**config.mk**
```make
export PLATFORM = sky130hd
export DESIGN_NAME = hpdmc_ddr_wrseq
export DESIGN_NICKNAME = d
export VERILOG_FILES = /design/src/rtl/hpdmc_ddr_wrseq.sv
export SDC_FILE = /design/constraint.sdc
export NUM_CORES = 1
export LEC_CHECK = 0
export CAP_MARGIN = 5
export CORE_MARGIN = 2
export CORE_UTILIZATION = 40
export DETAILED_ROUTE_END_ITERATION = 6
export PLACE_DENSITY_LB_ADDON = 0.08
export SLEW_MARGIN = 20
export SYNTH_ARGS = -nofsm -noshare
export SYNTH_HDL_FRONTEND = slang
export SYNTH_SLANG_ARGS = --single-unit
```
**constraint.sdc**
```tcl
create_clock -name sys_clk -period 5.3 [get_ports sys_clk]
set_input_delay 0.53 -clock sys_clk [delete_from_list [all_inputs] [get_ports sys_clk]]
set_output_delay 0.53 -clock sys_clk [all_outputs]
set_load 0.005 [all_outputs]
```
**src/rtl/hpdmc_ddr_wrseq.sv**
```systemverilog
// -----------------------------------------------------------------------------
// hpdmc_ddr_wrseq
//
// DDR write-burst sequencer for the HPDMC datapath. It fetches write data and
// byte masks over a simple fetch handshake. It schedules the DQS preamble,
// toggling and postamble. It drives registered rise/fall pairs straight into
// the per-bit DDR output cells and their tristate enables.
//
// Parameters
//   DQ_WIDTH   : DQ bus width, a multiple of 8 (L = DQ_WIDTH/8 byte lanes)
//   BURST_LEN  : DDR beats per burst, even and >= 2 (N = BURST_LEN/2 cycles)
//   CONTINUOUS : 1 lets a start accepted in the last data cycle chain the
//                next burst with no preamble/postamble gap
//
// Ports
//   sys_clk        : single clock, all state changes on the rising edge
//   sdram_rst      : synchronous active-high reset
//   start          : burst request, only honoured while ready=1
//   ready          : sequencer can accept start this cycle
//   fetch          : data_in/mask_in must be valid, sampled at the closing edge
//   data_in        : beat pair, low half = rising beat, high half = falling
//   mask_in        : byte masks, same split, 1 = byte masked
//   dq_d0/dq_d1    : rising/falling DQ data
//   dm_d0/dm_d1    : rising/falling DM
//   dqs_d0/dqs_d1  : rising/falling DQS level
//   dq_oe          : DQ/DM output enable
//   dqs_oe         : DQS output enable
//
// Every output is a register. The next-cycle value is decoded from the next
// state. Nothing on an output is combinational from an input.
// -----------------------------------------------------------------------------
module hpdmc_ddr_wrseq #(
    parameter int unsigned DQ_WIDTH   = 16,
    parameter int unsigned BURST_LEN  = 4,
    parameter bit          CONTINUOUS = 1'b0
) (
    input  logic                        sys_clk,
    input  logic                        sdram_rst,
    input  logic                        start,
    output logic                        ready,
    output logic                        fetch,
    input  logic [2*DQ_WIDTH-1:0]       data_in,
    input  logic [2*(DQ_WIDTH/8)-1:0]   mask_in,
    output logic [DQ_WIDTH-1:0]         dq_d0,
    output logic [DQ_WIDTH-1:0]         dq_d1,
    output logic [DQ_WIDTH/8-1:0]       dm_d0,
    output logic [DQ_WIDTH/8-1:0]       dm_d1,
    output logic [DQ_WIDTH/8-1:0]       dqs_d0,
    output logic [DQ_WIDTH/8-1:0]       dqs_d1,
    output logic                        dq_oe,
    output logic                        dqs_oe
);

    localparam int unsigned L  = DQ_WIDTH / 8;
    localparam int unsigned N  = BURST_LEN / 2;
    localparam int unsigned KW = (N > 1) ? $clog2(N) : 1;

    localparam logic [KW-1:0] K_LAST = KW'(N - 1);

    typedef enum logic [1:0] {
        S_IDLE = 2'd0,
        S_PRE  = 2'd1,
        S_DATA = 2'd2,
        S_POST = 2'd3
    } state_t;

    // State and data-cycle counter
    state_t           r_state;
    logic [KW-1:0]    r_k;

    // Registered outputs
    logic             r_ready;
    logic             r_fetch;
    logic [DQ_WIDTH-1:0] r_dq_d0;
    logic [DQ_WIDTH-1:0] r_dq_d1;
    logic [L-1:0]     r_dm_d0;
    logic [L-1:0]     r_dm_d1;
    logic [L-1:0]     r_dqs_d0;
    logic [L-1:0]     r_dqs_d1;
    logic             r_dq_oe;
    logic             r_dqs_oe;

    // Next-state / next-output decode
    state_t           w_state_nxt;
    logic [KW-1:0]    w_k_nxt;
    logic             w_load;
    logic             w_ready_nxt;
    logic             w_fetch_nxt;
    logic [L-1:0]     w_dqs_d0_nxt;
    logic             w_dq_oe_nxt;
    logic             w_dqs_oe_nxt;

    // -------------------------------------------------------------------------
    // Next state. w_load marks every edge that enters a data cycle. That is
    // exactly the edge at which the fetched beat pair is captured.
    // -------------------------------------------------------------------------
    always_comb begin
        // NOTE: every signal gets a default before the case so that no path
        // leaves it unassigned. An unassigned path would infer a latch.
        w_state_nxt = r_state;
        w_k_nxt     = r_k;
        w_load      = 1'b0;

        case (r_state)
            S_IDLE: begin
                if (start) begin
                    w_state_nxt = S_PRE;
                end
            end

            S_PRE: begin
                w_state_nxt = S_DATA;
                w_k_nxt     = '0;
                w_load      = 1'b1;
            end

            S_DATA: begin
                if (r_k != K_LAST) begin
                    w_k_nxt = r_k + KW'(1);
                    w_load  = 1'b1;
                end else if (CONTINUOUS && start) begin
                    // Chain: the pair fetched in this last cycle is beat
                    // pair 0 of the next burst.
                    w_state_nxt = S_DATA;
                    w_k_nxt     = '0;
                    w_load      = 1'b1;
                end else begin
                    // Any pair fetched speculatively here is dropped.
                    w_state_nxt = S_POST;
                end
            end

            S_POST: begin
                w_state_nxt = S_IDLE;
            end

            default: begin
                w_state_nxt = S_IDLE;
            end
        endcase
    end

    // -------------------------------------------------------------------------
    // Output decode for the cycle that follows the coming edge.
    // -------------------------------------------------------------------------
    always_comb begin
        w_ready_nxt  = 1'b0;
        w_fetch_nxt  = 1'b0;
        w_dqs_d0_nxt = '0;
        w_dq_oe_nxt  = 1'b0;
        w_dqs_oe_nxt = 1'b0;

        case (w_state_nxt)
            S_IDLE: begin
                w_ready_nxt = 1'b1;
            end

            S_PRE: begin
                w_dqs_oe_nxt = 1'b1;
                w_fetch_nxt  = 1'b1;
            end

            S_DATA: begin
                w_dq_oe_nxt  = 1'b1;
                w_dqs_oe_nxt = 1'b1;
                w_dqs_d0_nxt = '1;
                if (w_k_nxt != K_LAST) begin
                    w_fetch_nxt = 1'b1;
                end else if (CONTINUOUS) begin
                    // Last data cycle opens the chaining window. Fetch
                    // speculatively for pair 0 of a possible next burst.
                    w_ready_nxt = 1'b1;
                    w_fetch_nxt = 1'b1;
                end
            end

            S_POST: begin
                w_dqs_oe_nxt = 1'b1;
            end

            default: begin
                w_ready_nxt = 1'b1;
            end
        endcase
    end

    // -------------------------------------------------------------------------
    // State and output registers. Reset is synchronous and wins from any
    // state. An interrupted burst gets no postamble.
    // -------------------------------------------------------------------------
    always_ff @(posedge sys_clk) begin
        // NOTE: sequential state uses non-blocking assignments only. Every
        // register then samples pre-edge values, whatever the statement order.
        if (sdram_rst) begin
            r_state  <= S_IDLE;
            r_k      <= '0;
            r_ready  <= 1'b1;
            r_fetch  <= 1'b0;
            r_dq_d0  <= '0;
            r_dq_d1  <= '0;
            r_dm_d0  <= '0;
            r_dm_d1  <= '0;
            r_dqs_d0 <= '0;
            r_dqs_d1 <= '0;
            r_dq_oe  <= 1'b0;
            r_dqs_oe <= 1'b0;
        end else begin
            r_state  <= w_state_nxt;
            r_k      <= w_k_nxt;
            r_ready  <= w_ready_nxt;
            r_fetch  <= w_fetch_nxt;
            r_dqs_d0 <= w_dqs_d0_nxt;
            r_dqs_d1 <= '0;
            r_dq_oe  <= w_dq_oe_nxt;
            r_dqs_oe <= w_dqs_oe_nxt;
            // Each data cycle is entered through a load. Outside data cycles
            // DQ/DM therefore return to zero.
            if (w_load) begin
                r_dq_d0 <= data_in[DQ_WIDTH-1:0];
                r_dq_d1 <= data_in[2*DQ_WIDTH-1:DQ_WIDTH];
                r_dm_d0 <= mask_in[L-1:0];
                r_dm_d1 <= mask_in[2*L-1:L];
            end else begin
                r_dq_d0 <= '0;
                r_dq_d1 <= '0;
                r_dm_d0 <= '0;
                r_dm_d1 <= '0;
            end
        end
    end

    assign ready  = r_ready;
    assign fetch  = r_fetch;
    assign dq_d0  = r_dq_d0;
    assign dq_d1  = r_dq_d1;
    assign dm_d0  = r_dm_d0;
    assign dm_d1  = r_dm_d1;
    assign dqs_d0 = r_dqs_d0;
    assign dqs_d1 = r_dqs_d1;
    assign dq_oe  = r_dq_oe;
    assign dqs_oe = r_dqs_oe;

endmodule

```
* After elaboration in Yosys (flattened, before gate mapping) *
Index checks and enable logic that the tools add are counted.

storage, ports and cells
  register bits after elaboration = 45
  output and inout bits = 44
  word-level logic and storage cells = 36

operators by class
  add/subtract/negate cells = 1
  equality and inequality tests = 6
  multiplexer cells = 13
  bitwise operators = 1
  reduce and logical (&&, ||, !) cells = 4

operator list
  kind                                                 number
  equality test 2 bit, second input constant           4
  case mux 2 bit (4 select lines)                      1
  two-way mux 1 bit                                    6
  two-way mux 2 bit                                    3
  case mux 1 bit (2 select lines)                      3
  equality test 2 x 1 -> 1 bit, second input constant  2
  zero test 2 bit                                      2
  OR reduction 3 bit                                   1
  OR reduction 2 bit                                   1
  adder 1 bit, second input constant                   1
  NOT 1 bit                                            1

* Logic depth before layout (Yosys ltp) *
Gate-level depths: netlist of run 1.

  depth after elaboration = 5
  mapped depth = 9
  gate-level depth less buffers = 7

* Least setup slack after synthesis of run 1 *
No wires, ideal clock.

  path kind = register to register
  start point = reg r_state[1]
  end point = reg r_dqs_d0[0] (netlist: dqs_d0[0])
  data arrival time = 1.561 ns
  data required time = 5.184 ns
  slack = 3.623 ns
  cell stages (with the launch flop) = 9
  buffers on the path = 2
  period minus slack after synthesis = 1.677 ns
  cell sequence = dfxtp_1 -> inv_1 -> ha_1 -> inv_1 -> buf_2 -> buf_2 -> a22oi_1 -> ha_1 -> and2b_2

on the way
  word-level cells in the longest chain between the ends = 4

RTL lines
  item                                         RTL line  source
  start: declaration                           68        state_t r_state;
  start signal: assignment                     208       r_state <= w_state_nxt;
  equality test 2 bit (tied with other cells)  104       case (r_state)
  case mux 2 bit (4 select lines) *            104
  via w_state_nxt[1]                           84        state_t w_state_nxt;
  equality test 2 bit *                        153       case (w_state_nxt)
  two-way mux 2 bit *                          153
  end signal: assignment                       212       r_dqs_d0 <= w_dqs_d0_nxt;
  end: declaration                             78        logic [L-1:0] r_dqs_d0;

The timed path passes the listed nets; every way through them passes the cells marked *.
A chain may end at the register's enable or synchronous reset.

* Worst setup path after layout of run 1 *
  start point = reg r_state[1]
  end point = reg r_fetch (netlist: fetch)

on the way
  word-level cells in the longest chain between the ends = 4

RTL lines
  item                                                                                       RTL line  source
  equality test 2 bit (tied with other cells)                                                104
  case mux 2 bit (4 select lines) / case mux 1 bit (2 select lines) (equally long branches)  104
  equality test 2 bit (tied with other cells)                                                153
  case mux 1 bit (2 select lines) *                                                          153
  end signal: assignment                                                                     211       r_fetch <= w_fetch_nxt;
  end: declaration                                                                           73        logic r_fetch;

Every way passes the cells marked *; elsewhere a longest branch is shown, timed or not.

==> impl_metrics.csv, run 1 <==
group,metric,value,unit
worst_setup_path,cp.required,5.48,ns
power,ir_drop,0.117,mV
synthesis,synth-edff-count,0,
timing,rsz0062_at_grt,"no",
worst_setup_path,crit_path_start_kind,"register",
timing,timing.final.crit_period,2.20,ns
grt,grtUsageTotal,15.3,%
cts,ctsResizeCount,0,
cells_and_area,nFillCells,372,
synthesis,ys.warnings.count,0,
timing,hold_viol_final,0,
cts,cts_tree,"done",
cells_and_area,final_common_cell,"clkdlybuf4s50_1",
cells_and_area,postLayoutCellArea,0.00262,sq mm
grt,grt_overflow_total,0,
worst_setup_path,crit_fanout,39,
die,die_h,71.4,microns
grt,grt_max_degree,40,
die,dieArea,0.00510,sq mm
placed_design,place_inst,279,
placed_design,gp_congestion,0.741,
worst_setup_path,critical_path.startpoint,"r_state[1]$_SDFF_PP0_",
cts,cts-htree-levels,2,
hold_path,hp-start,"r_state[0]$_SDFF_PP0_",
power,power.leakage,1.02,nW
cells_and_area,final_cell_mix,"80 x clkdlybuf4s50_1, 43 x dfxtp_1, 38 x inv_1",
routing,drt_iter0_drc,60,
hold_path,worstHoldPathType,"reg2reg",
routing,firstDrtPassIters,4,
routing,drc_errors,0,
timing,relSlewSlack,31.5,%
routing,wirelength,3760,microns
die,num_rows,24,
timing,tightest_slew,1.03,ns
synthesis,synth-seq-cells,43,
cts,cts_buffers,5,
cells_and_area,syn2layout_area_growth,44.2,%
cts,path_clk_slew,0.07,ns
die,ioPinCount,83,
placed_design,placed_cell_area,0.00254,sq mm
placed_design,pre_cts_slack,2.99,ns
timing,hold-worst-slack,0.616,ns
placed_design,port_buffers,80,
timing,drv_slew,0,
grt,grt_antenna_before_repair,0,
synthesis,ys_seq_area_share,47.3,%
routing,via_count,1332,
synthesis,synthFlopType,"dfxtp_1",
die,initial_core_util,41.8,%
cts,insertion_delay,0.29,ns
grt,grt_pass1_vias,1296,
cts,clock_path_buffers,2,
worst_setup_path,critPathArrivalTime,2.38,ns
cells_and_area,antennaDiodeCount,0,
timing,setup_slack,3.10,ns
cts,postCtsSetupBuffers,0,
synthesis,synth_top_area_share,47.3,%
cts,clkSinkCount,43,
worst_setup_path,ff2ff_path_depth,7,
timing,finClkSkew,0.00318,ns
routing,avgViaCountPerCell,4.66,
timing,timing.fmax,0.454,GHz
placed_design,dpl.hpwl,2610,microns
cells_and_area,stdcell_count,286,
cts,cts_hold_buf,0,
die,die_w,71.4,microns
run,maxCapViolCount,0,
synthesis,syn_inst,162,
synthesis,synthTopCellsByArea,"dfxtp_1 47%, a211oi_2 21%, inv_1 8.0%, ha_1 4.8%, buf_12 3.3%",
synthesis,synth-async-reset-ratio,0,%
routing,routedWlPerCell,13.1,microns
worst_setup_path,end_kind,"register",
synthesis,synth.distinct_cells,25,
power,p_per_area,254,mW/mm^2
timing,finalCritPeriodShare,41.5,%
cells_and_area,drive_above_1_share,18.8,%
worst_setup_path,r2r-start,"r_state[1]$_SDFF_PP0_",
synthesis,syn_area,0.00182,sq mm
synthesis,synth_top_area_cell,"dfxtp_1",
cells_and_area,fin_nets,280,
synthesis,avgSynthCellArea,11.2,sq um
die,coreArea,0.00435,sq mm
timing,setup-violations-final,0,
hold_path,whs_path_depth,2,
cts,root_buffer,"clkbuf_8",
timing,finalSetupTns,0,ns
outcome,status,"finished, final reports clean",
worst_setup_path,crit_type,"reg2reg",
routing,postRouteAntennaNets,0,
grt,grt_pass1_wl,6080,microns
## power by group
| group | switching, mW | internal [mW] | leakage, nW | total [mW] |
|---|---|---|---|---|
| combinational | 0.0637 | 0.0606 | 0.625 | 0.124 |
| clock | 0.104 | 0.102 | 0.0470 | 0.206 |
| sequential | 0.00353 | 0.334 | 0.348 | 0.337 |
| total | 0.171 | 0.496 | 1.02 | 0.668 |
## worst max-delay path, cell delays in order (launching register included)
cell and delay, ns:
dfxtp_1 0.38, inv_1 0.08, ha_1 0.19, inv_2 0.66
a22o_1 0.34, ha_1 0.27, nand3b_1 0.10, o21ai_0 0.07
## cells in the mapped netlist (2+ instances only)
cell type / n
dfxtp_1: 43
inv_1: 39
a211oi_2: 30
a211oi_1: 7
ha_1: 7
buf_4: 4
buf_6: 4
buf_12: 3
buf_2: 3
nand2b_1: 3
and2b_2: 2
clkbuf_1: 2
nand3b_1: 2
nor2_1: 2
## cells by family after synthesis
family	after synthesis	synth area share, %
other cells	1	0.206
fa+ha+maj	7	4.81
mux	2	1.17
compound gates	44	26.2
flops	43	47.3
simple gates	10	3.58
buf+inv	55	16.7
## flip-flops by register name, indices dropped and copies added, names as in the netlist
signal / cells
dq_d1: 16
dm_d0: 2
dq_d0: 16
dm_d1: 2
r_k: 1
dqs_oe: 1
r_state: 2
fetch: 1
dqs_d0: 1
ready: 1
## per-stage QoR
step                      total power, mW  utilization [%]
final                               0.668             60.3
after floorplan                     0.425                -
after detailed placement            0.469             58.2
after global routing                0.702             60.3
after global placement              0.466             58.2
after CTS                           0.674             60.3
## path summary, 6_finish.rpt
path                                         endpoint  slack [ns]
worst min register to register  r_state[0]$_SDFF_PP0_        0.62
worst max register to register       fetch$_SDFF_PP0_        3.10
worst max-delay path                 fetch$_SDFF_PP0_        3.10
worst min-delay path            r_state[0]$_SDFF_PP0_        0.62
## cell type report
cell class,count,area (sq um),area share (%)
Sequential cell,43,861,32.8
Inverter,39,146,5.58
Timing Repair Buffer,80,801,30.5
Clock buffer,6,82.6,3.15
Tap cell,52,65.1,2.48
Multi-Input combinational cell,65,663,25.3
Clock inverter,1,5.00,0.191
## metal layers
metal,GRT usage (%),vias to the layer above,part of all wire [%]
li1,-,666,-
met1,17.6,611,42
met2,26.6,53,51
met3,5.20,2,7.1
met4,5.03,0,0.45
met5,0,-,0
No activity file was read; power rests on OpenSTA's default activity.
==> inputs of run 2 (changes only) <==
--- a/config.mk
+++ b/config.mk
@@ -7,7 +7,7 @@
 export LEC_CHECK = 0
 export CAP_MARGIN = 5
 export CORE_MARGIN = 2
-export CORE_UTILIZATION = 40
+export CORE_UTILIZATION = 37
 export DETAILED_ROUTE_END_ITERATION = 6
 export PLACE_DENSITY_LB_ADDON = 0.08
 export SLEW_MARGIN = 20
==> constraint.sdc (replaced) <==
create_clock -name sys_clk -period 2 [get_ports sys_clk]
set_input_delay 0.2 -clock sys_clk [delete_from_list [all_inputs] [get_ports sys_clk]]
set_output_delay 0.2 -clock sys_clk [all_outputs]
set_load 0.005 [all_outputs]
==> run 2 against run 1 <==
Clock-buffer cell count stayed put. Setup slack worse by 2.9 ns. Sequential share of layout area shrank 1.2 points. Die area increased by 7.6%. Wire length is 1.8% lower. Final cell count is 7.0% higher. Flip-flop and latch count did not move. Global-route usage fell by 1.3 points.
==> impl_metrics.csv, run 2 (synthesized netlist as in run 1, its figures left out) <==
group,metric,value,unit
placed_design,gp_congestion,0.856,
routing,routedWlPerCell,12.1,microns
run,maxCapViolCount,0,
cts,ctsResizeCount,0,
worst_setup_path,r2r-start,"r_state[0]$_SDFF_PP0_",
power,combPwrFrac,18.4,%
cells_and_area,post-route-util,57.6,%
cells_and_area,nFillCells,405,
timing,tightest_slew,0.535,ns
die,num_rows,25,
timing,drv_slew,0,
routing,via_count,1348,
worst_setup_path,end_kind,"register",
worst_setup_path,reg2reg_slack,0.20,ns
placed_design,dpl.hpwl,2720,microns
grt,grtUsageTotal,14.0,%
worst_setup_path,ff2ff_path_depth,7,
grt,grt_pass1_vias,1352,
routing,postRouteAntennaNets,0,
die,die_h,74.1,microns
cts,clock_path_buffers,2,
cts,cts-htree-levels,2,
power,power.internal,1.43,mW
cts,root_buffer,"clkbuf_8",
timing,timing.final.crit_period,1.80,ns
placed_design,pre_cts_slack,0.193,ns
routing,drc_errors,0,
timing,relSlewSlack,64.3,%
cells_and_area,syn2layout_area_growth,49.5,%
grt,grt_overflow_total,0,
cts,path_clk_slew,0.07,ns
cells_and_area,drive_above_1_share,20.1,%
timing,setup-violations-final,0,
cts,clkSinkCount,43,
hold_path,worstHoldPathType,"in2reg",
cells_and_area,seq_area,861,sq um
die,ioPinCount,83,
hold_path,hp-start,"data_in[21]",
grt,grt_antenna_before_repair,0,
power,p_sw_share,23.9,%
grt,grt_max_degree,38,
cells_and_area,stdcell_count,306,
timing,hold-worst-slack,0.433,ns
grt,grt_pass1_wl,5950,microns
cts,cts_hold_buf,0,
worst_setup_path,r2r_end,"fetch$_SDFF_PP0_",
cts,cts_buffers,5,
timing,timing.fmax,0.557,GHz
cells_and_area,antennaDiodeCount,0,
worst_setup_path,critPathArrivalTime,1.97,ns
placed_design,port_buffers,80,
worst_setup_path,crit_path_start_kind,"register",
worst_setup_path,crit_fanout,6,
outcome,status,"finished, final reports clean",
cells_and_area,final_common_cell,"clkdlybuf4s50_1",
routing,drt_iter0_drc,48,
power,p_per_area,690,mW/mm^2
placed_design,place_inst,299,
timing,rsz0062_at_grt,"no",
routing,avgViaCountPerCell,4.41,
cts,postCtsSetupBuffers,0,
hold_path,whs_path_depth,3,
routing,wirelength,3690,microns
worst_setup_path,crit_type,"reg2reg",
power,p_seq_share,47.6,%
cells_and_area,final_cell_mix,"80 x clkdlybuf4s50_1, 43 x dfxtp_1, 38 x inv_1",
die,die_w,74.1,microns
power,clkPwrFrac,33.9,%
timing,setup_slack,0.203,ns
power,ir_drop,0.409,mV
hold_path,holdPathEnd,"dq_d1[5]$_SDFF_PP0_",
cts,cts_tree,"done",
worst_setup_path,cp.required,2.17,ns
timing,finClkSkew,0.00488,ns
power,power.leakage,1.06,nW
die,dieArea,0.00549,sq mm
timing,finalCritPeriodShare,89.8,%
routing,firstDrtPassIters,2,
timing,hold_viol_final,0,
power,p_switching,0.449,mW
cells_and_area,fin_nets,285,
die,coreArea,0.00472,sq mm
timing,finalSetupTns,0,ns
cells_and_area,multiInputGateArea,663,sq um
die,initial_core_util,38.5,%
cts,insertion_delay,0.28,ns
-- run 2: cell types whose count changed in the layout (fill, tap and decap cells not counted) --
cell	before	now
clkinv_2	1	0
buf_12	0	2
bufinv_16	0	1
clkbuf_1	0	1
clkbuf_8	6	5
buf_4	0	3
-- run 2: layout make-up --
cell class | instances | share of cell area [%]
Inverter | 39 | 5.38
Tap cell | 67 | 3.08
Clock inverter | 1 | 1.10
Clock buffer | 6 | 2.67
Multi-Input combinational cell | 65 | 24.4
Timing Repair Buffer | 85 | 31.7
Sequential cell | 43 | 31.6
-- run 2: worst max-delay path by stage --
stage,from,endpoint,slack [ns]
2_1_floorplan,r_state[1]$_SDFF_PP0_,dqs_d0[0]$_SDFF_PP0_,0.32
5_1_grt,r_state[0]$_SDFF_PP0_,fetch$_SDFF_PP0_,0.04
3_3_place_gp,r_state[0]$_SDFF_PP0_,fetch$_SDFF_PP0_,0.33
3_5_place_dp,r_state[0]$_SDFF_PP0_,fetch$_SDFF_PP0_,0.19
6_report,r_state[0]$_SDFF_PP0_,fetch$_SDFF_PP0_,0.20
4_1_cts,r_state[0]$_SDFF_PP0_,fetch$_SDFF_PP0_,0.18
-- run 2: layer usage --
layer,up-vias,GRT usage [%],wire length (microns)
li1,675,-,-
met1,616,15.1,1510
met2,51,25.6,1860
met3,6,4.61,269
met4,0,5.05,51
met5,-,0,0
-- run 2: power groups by stage --
stage | Clock [mW] | Sequential [mW] | Combinational (mW)
5_1_grt | 0.699 | 0.896 | 0.381
6_report | 0.637 | 0.893 | 0.346
3_5_place_dp | 0 | 0.914 | 0.351
2_1_floorplan | 0 | 0.916 | 0.210
3_3_place_gp | 0 | 0.912 | 0.343
4_1_cts | 0.658 | 0.893 | 0.352
-- run 2: critical path, stage by stage (launching register included) --
cell and delay, ns:
dfxtp_1 0.32, inv_1 0.13, ha_1 0.29, mux2i_1 0.32
a21o_1 0.22, ha_1 0.25, nand3b_1 0.08, o21ai_0 0.07
-- run 2: metrics by stage --
| stage | power (mW) | instance area, sq um |
|---|---|---|
| global placement | 1.25 | 2620 |
| finish | 1.88 | 2720 |
| detailed placement | 1.26 | 2620 |
| CTS | 1.90 | 2720 |
| global route | 1.98 | 2720 |
| floorplan | 1.13 | 1820 |
==> inputs of run 3 (changes only) <==
--- a/config.mk
+++ b/config.mk
@@ -7,7 +7,7 @@
 export LEC_CHECK = 0
 export CAP_MARGIN = 5
 export CORE_MARGIN = 2
-export CORE_UTILIZATION = 37
+export CORE_UTILIZATION = 36
 export DETAILED_ROUTE_END_ITERATION = 6
 export PLACE_DENSITY_LB_ADDON = 0.08
 export SLEW_MARGIN = 20
==> run 3 against run 2 <==
Via count rose by 0.96%. Wire length rose by 6.6%. Combinational power down 1%. Sequential share of layout area increased by 0.55 points. Non-clock buffer count unchanged. Critical path depth unchanged. Design area shrank 1.7%. Worst hold slack worse by 0.0013 ns. Register-to-register slack hardly changed. Final cell count rose by 0.33%. Sequential power is essentially flat. Die area grew 2.6%. Largest cell class is now registers. Largest power group unchanged.
==> impl_metrics.csv, run 3 (synthesized netlist as in run 1, its figures left out) <==
group,metric,value,unit
outcome,status,"finished, final reports clean",
cells_and_area,final_common_cell,"clkdlybuf4s50_1",
cts,clkSinkCount,43,
placed_design,dpl.hpwl,2820,microns
die,initial_core_util,38.0,%
timing,finClkSkew,0.00409,ns
cts,cts_buffers,5,
die,ioPinCount,83,
timing,finalSetupTns,0,ns
routing,drc_errors,0,
run,maxCapViolCount,0,
placed_design,port_buffers,80,
die,die_h,75.1,microns
cts,path_clk_slew,0.08,ns
timing,finalCritPeriodShare,89.4,%
routing,drt_iter0_drc,64,
grt,grt_max_degree,37,
routing,routedWlPerCell,12.8,microns
grt,grt_overflow_total,0,
timing,timing.final.crit_period,1.79,ns
timing,relSlewSlack,64.2,%
grt,grt_pass1_wl,6020,microns
cts,cts_tree,"done",
worst_setup_path,crit_path_start_kind,"register",
timing,tightest_slew,0.537,ns
placed_design,pre_cts_slack,0.210,ns
cells_and_area,fin_nets,285,
cells_and_area,antennaDiodeCount,0,
cts,cts-htree-levels,2,
worst_setup_path,critPathArrivalTime,1.97,ns
die,num_rows,25,
routing,via_count,1361,
cells_and_area,postLayoutCellArea,0.00267,sq mm
worst_setup_path,reg2reg_slack,0.21,ns
timing,rsz0062_at_grt,"no",
die,die_w,75.1,microns
hold_path,worstHoldPathType,"in2reg",
cells_and_area,drive_above_1_share,20.0,%
worst_setup_path,crit_type,"reg2reg",
worst_setup_path,crit_fanout,6,
routing,postRouteAntennaNets,0,
die,dieArea,0.00564,sq mm
cts,root_buffer,"clkbuf_8",
placed_design,gp_congestion,0.892,
worst_setup_path,cp.required,2.18,ns
grt,grt_pass1_vias,1368,
grt,grtUsageTotal,14.2,%
worst_setup_path,end_kind,"register",
cts,cts_hold_buf,0,
power,ir_drop,0.345,mV
placed_design,place_inst,299,
die,coreArea,0.00479,sq mm
timing,timing.fmax,0.559,GHz
cts,clock_path_buffers,2,
routing,firstDrtPassIters,4,
cts,postCtsSetupBuffers,0,
timing,drv_slew,0,
timing,setup-violations-final,0,
cts,insertion_delay,0.29,ns
timing,hold-worst-slack,0.432,ns
cells_and_area,final_cell_mix,"80 x clkdlybuf4s50_1, 43 x dfxtp_1, 38 x inv_1",
timing,hold_viol_final,0,
placed_design,placed_cell_area,0.00259,sq mm
grt,grt_antenna_before_repair,0,
power,power.leakage,1.04,nW
timing,setup_slack,0.211,ns
routing,wirelength,3930,microns
cells_and_area,nFillCells,440,
cells_and_area,syn2layout_area_growth,47.0,%
routing,avgViaCountPerCell,4.43,
cts,ctsResizeCount,0,
power,p_per_area,656,mW/mm^2
cells_and_area,stdcell_count,307,
run 3: stage by stage:
stage / power (mW) / utilization, %
2_1_floorplan: 1.13 / -
3_3_place_gp: 1.25 / 54.2
3_5_place_dp: 1.26 / 54.2
4_1_cts: 1.78 / 55.9
5_1_grt: 1.84 / 55.9
6_report: 1.75 / 55.9
run 3: worst paths after layout:
kind,from,end,cells after the start
max,r_state[0]$_SDFF_PP0_,fetch$_SDFF_PP0_,7
min,data_in[12],dq_d0[12]$_SDFF_PP0_,3
max reg2reg,r_state[0]$_SDFF_PP0_,fetch$_SDFF_PP0_,7
min reg2reg,r_state[0]$_SDFF_PP0_,r_state[0]$_SDFF_PP0_,2
run 3: power by group:
| part | internal (mW) | switching (mW) | total, mW |
|---|---|---|---|
| Clock | 0.245 | 0.273 | 0.518 |
| Combinational | 0.171 | 0.171 | 0.342 |
| Sequential | 0.884 | 0.00903 | 0.893 |
run 3: layout make-up:
| type | count | area [sq um] | area share (%) |
|---|---|---|---|
| inverter | 39 | 146 | 5.47 |
| timing repair buffer | 85 | 838 | 31.4 |
| clock inverter | 1 | 5.00 | 0.187 |
| sequential | 43 | 861 | 32.2 |
| tap | 67 | 83.8 | 3.14 |
| clock buffer | 7 | 76.3 | 2.85 |
| multi-input combinational | 65 | 663 | 24.8 |
run 3: layer usage:
layer / vias to the layer above / global-route usage (%) / share of wire, %
met1: 629 / 15.0 / 42
met3: 6 / 4.82 / 7.1
met4: 0 / 7.74 / 1.6
met5: - / 0 / 0
li1: 676 / - / -
met2: 50 / 24.9 / 49
run 3: critical path, cell delays in order (launching register included):
cell and delay, ns:
dfxtp_1 0.32, inv_1 0.14, ha_1 0.30, mux2i_1 0.31, a21o_1 0.21, ha_1 0.26, nand3b_1 0.08, o21ai_0 0.07
